==> config.mk <==
export PLATFORM = sky130hd
export DESIGN_NAME = stage_counter
export DESIGN_NICKNAME = d
export VERILOG_FILES = /design/src/rtl/stage_counter.sv
export SDC_FILE = /design/constraint.sdc
export NUM_CORES = 1
export LEC_CHECK = 0
export ABC_AREA = 1
export CAP_MARGIN = 20
export CORE_AREA = 2 2 39 41
export DETAILED_ROUTE_END_ITERATION = 6
export DIE_AREA = 0 0 41 43
export PLACE_DENSITY_LB_ADDON = 0.08
export REMOVE_ABC_BUFFERS = 1
export SYNTH_ARGS = -nofsm -noshare
export SYNTH_HDL_FRONTEND = slang
export SYNTH_SLANG_ARGS = --single-unit
==> constraint.sdc <==
create_clock -name clk -period 1.12 [get_ports clk]
set_input_delay 0.224 -clock clk [delete_from_list [all_inputs] [get_ports clk]]
set_output_delay 0.224 -clock clk [all_outputs]
set_load 0.005 [all_outputs]
==> src/rtl/stage_counter.sv <==
// Pipeline-stage sequencer for the multi-cycle control unit.
// Ports: clk, reset (async, active-high), out = registered stage number.
module stage_counter #(
    parameter int WIDTH = 3,
    parameter int FIRST = 1,
    parameter int LAST  = 5
) (
    input  logic             clk,
    input  logic             reset,
    output logic [WIDTH-1:0] out
);

    localparam logic [WIDTH-1:0] FIRST_V = WIDTH'(FIRST);
    localparam logic [WIDTH-1:0] LAST_V  = WIDTH'(LAST);
    localparam logic [WIDTH-1:0] ONE_V   = WIDTH'(1);

    generate
        if (FIRST == 0) begin : g_bad_first
            $error("stage_counter: FIRST must be nonzero");
        end
        if (FIRST > LAST) begin : g_bad_order
            $error("stage_counter: FIRST must not exceed LAST");
        end
        if (LAST >= (2 ** WIDTH)) begin : g_bad_width
            $error("stage_counter: LAST does not fit in WIDTH bits");
        end
    endgenerate

    logic [WIDTH-1:0] stage_q;
    logic [WIDTH-1:0] stage_d;
    logic             in_run;

    // Only FIRST..LAST-1 advance; idle, LAST and any illegal
    // encoding all land on FIRST, so no modulo wrap is needed.
    always_comb begin
        in_run  = (stage_q >= FIRST_V) && (stage_q < LAST_V);
        stage_d = FIRST_V;
        if (in_run) begin
            stage_d = stage_q + ONE_V;
        end
    end

    always_ff @(posedge clk or posedge reset) begin
        if (reset) begin
            stage_q <= '0;
        end else begin
            stage_q <= stage_d;
        end
    end

    assign out = stage_q;

endmodule

==> qor.txt <==
Synth Register Bits: 3
crit-path max FO: 2
Remaining DRCs: 0
critical path data arrival time: 0.86 ns
Worst Skew: 0.00170 ns
Port Buf Inserts: 4
RSZ-0062 raised after global routing: true
reg2reg end: out[2]
share of post-route cells with drive strength above 1: 0.379
Routed WL: 356 um
Worst Hold Class: input port to asynchronous set/reset pin
crit share post-route: 0.968
H-tree levels: 1
total global-route track usage: 0.0622
Final Hold Violating Endpoints: 0
IO Pins: 5
clock sink total: 3
synth warn: 0
Final Net Count: 34
clock input transition at the sequential cells of the worst setup and hold paths: 0.03 ns
num rows: 14
PD cells: 1080 nW/um^2
Largest delay share family, worst path: flip-flops
WL per Instance: 7.91 um
flop2flop setup slack: 0.06 ns
area of the multi-input gates: 73.8 sq um
Fmax achieved: 923 MHz
Peak VDD IR: 0.274 mV
Fin Hold WS: 0.155 ns
die width: 41 um
hold buffer count at CTS: 0
largest stage delay on the critical path: 0.37 ns
share of the synthesized area in the top cell type: 0.488
clk root buf: clkbuf_4
MaxCap Viol Count: 0
max-slew violations: 0
initial antenna violation count: 0
Design Area, Final: 283 sq um
max reg flops: 3
synthesized area: 154 sq um
Worst R2R Start: out[0]
drt initial violations: 0
CP Class: register to output port
R2R cell count: 6
Die H: 43 um
Syn Inst Count: 17
Area after DPL: 236 sq um
Top FF cell, synth: dfrtp_1
largest net degree at the start of global routing: 6
Least-Margin Pin Slew: 0.251 ns
dominant cells by area after synthesis: dfrtp_1, ha_1, inv_1
Worst setup SP type: register
final worst path period need: 1.08 ns
gr ovfl total: 0
area grow syn2layout: 83.7%
Avg Inst Size Synth: 9.05 sq um
post-route setup slack: 0.0362 ns
slew margin rel.: 0.831
fill count: 163
post-route antenna net violation count: 0
Async SR Flop Fraction: 1.00
Slowest-stage cell, CP: dfrtp_1
status: completed
CTS Buf Count: 3
starting density of the core: 0.111
die area: 1760 sq um
Skew-Pair Late Insertion Delay: 0.23 ns
vias in the first global route: 116
Antenna Cells: 0
post-synth cell types: 9
Post-synth EDFFs: 0
RD Place Congestion: 0.710
register area: 75.1 sq um
buffer levels on the longest clock path: 2
LEAKAGE: 0.000134 uW
Final Util: 0.204
Setup crit end kind: output port
critical path buffer and inverter count: 1
HPWL Detailed: 245 um
core area: 1380 sq um
TritonRoute pass-1 iters: 1
Yosys top cell by area: dfrtp_1
Setup WS pre-CTS: 0.0586 ns
Commonest cells post-synth: dfrtp_1, inv_1, nand2_1, a21oi_1, ha_1
CTS tree: done
Avg Vias per Cell: 3.36
global-route wire length before repair: 538 um
post-synthesis sequential area ratio: 0.488
final setup vio count: 0
total number of vias: 151
Critical Path, Cell by Cell: dlygate4sd2_1
Req. time, crit path: 0.90 ns
==> stage by stage <==
stage / TNS (ns) / cells / total power (uW)
3_5_place_dp: 0 / 40 / 116
2_1_floorplan: 0 / 17 / 112
6_report: 0 / 45 / 304
3_3_place_gp: 0 / 40 / 116
4_1_cts: 0 / 44 / 313
5_1_grt: -0.0195 / 45 / 322
==> placed cells by master (no fill, tap or decap), drive strengths merged <==
cell type / instances
dfrtp: 3
clkdlybuf4s15: 2
xnor2: 1
buf: 4
inv: 4
clkbuf: 4
o21ai: 1
a21oi: 2
nand2: 3
dlygate4sd2: 1
clkdlybuf4s50: 1
ha: 2
nor2: 1
==> repair_timing <==
item	4_1_cts	5_1_grt
buffers inserted	0	1
pin swaps	0	1
endpoints found under the setup margin	3	5
gates resized for setup	3	6
==> cell families (layout without fill, tap and decap cells) <==
logic type	Yosys count	count (layout)	synth area share
compound gates	3	3	0.0975
xor+xnor	1	1	0.0569
fa+ha+maj	2	2	0.163
buf+inv	4	16	0.0975
flops	3	3	0.488
simple gates	4	4	0.0975
==> how the worst max path moves through the flow <==
| stage | startpoint | to | slack (ns) | depth (start not counted) |
|---|---|---|---|---|
| floorplan | out[0] | out[1] | 0.18 | 5 |
| global placement | out[1] | out[1] | 0.07 | 1 |
| detailed placement | out[1] | out[1] | 0.06 | 1 |
| CTS | out[1] | out[1] | 0.01 | 1 |
| global route | out[0] | out[2] | -0.01 | 6 |
| finish | out[2] | out[2] | 0.04 | 1 |
==> where the power goes <==
group / total [uW] / switching (uW) / internal (uW)
combinational: 5.59 / 2.34 / 3.25
clock: 189 / 56.0 / 133
sequential: 109 / 0 / 109
total: 304 / 58.3 / 246
==> cell type report <==
cell class	instances	share of cell area
Clock buffer	4	0.0929
Inverter	4	0.0531
Sequential cell	3	0.265
Tap cell	16	0.0708
Timing Repair Buffer	8	0.257
Multi-Input combinational cell	10	0.261
==> per-layer routing <==
metal,global-route usage,share of wire
met5,0,0
met4,0.120,0.096
met3,0.0628,0.10
met2,0.0406,0.39
met1,0.0611,0.40
Note: power is estimated with default switching activity, not from simulation.
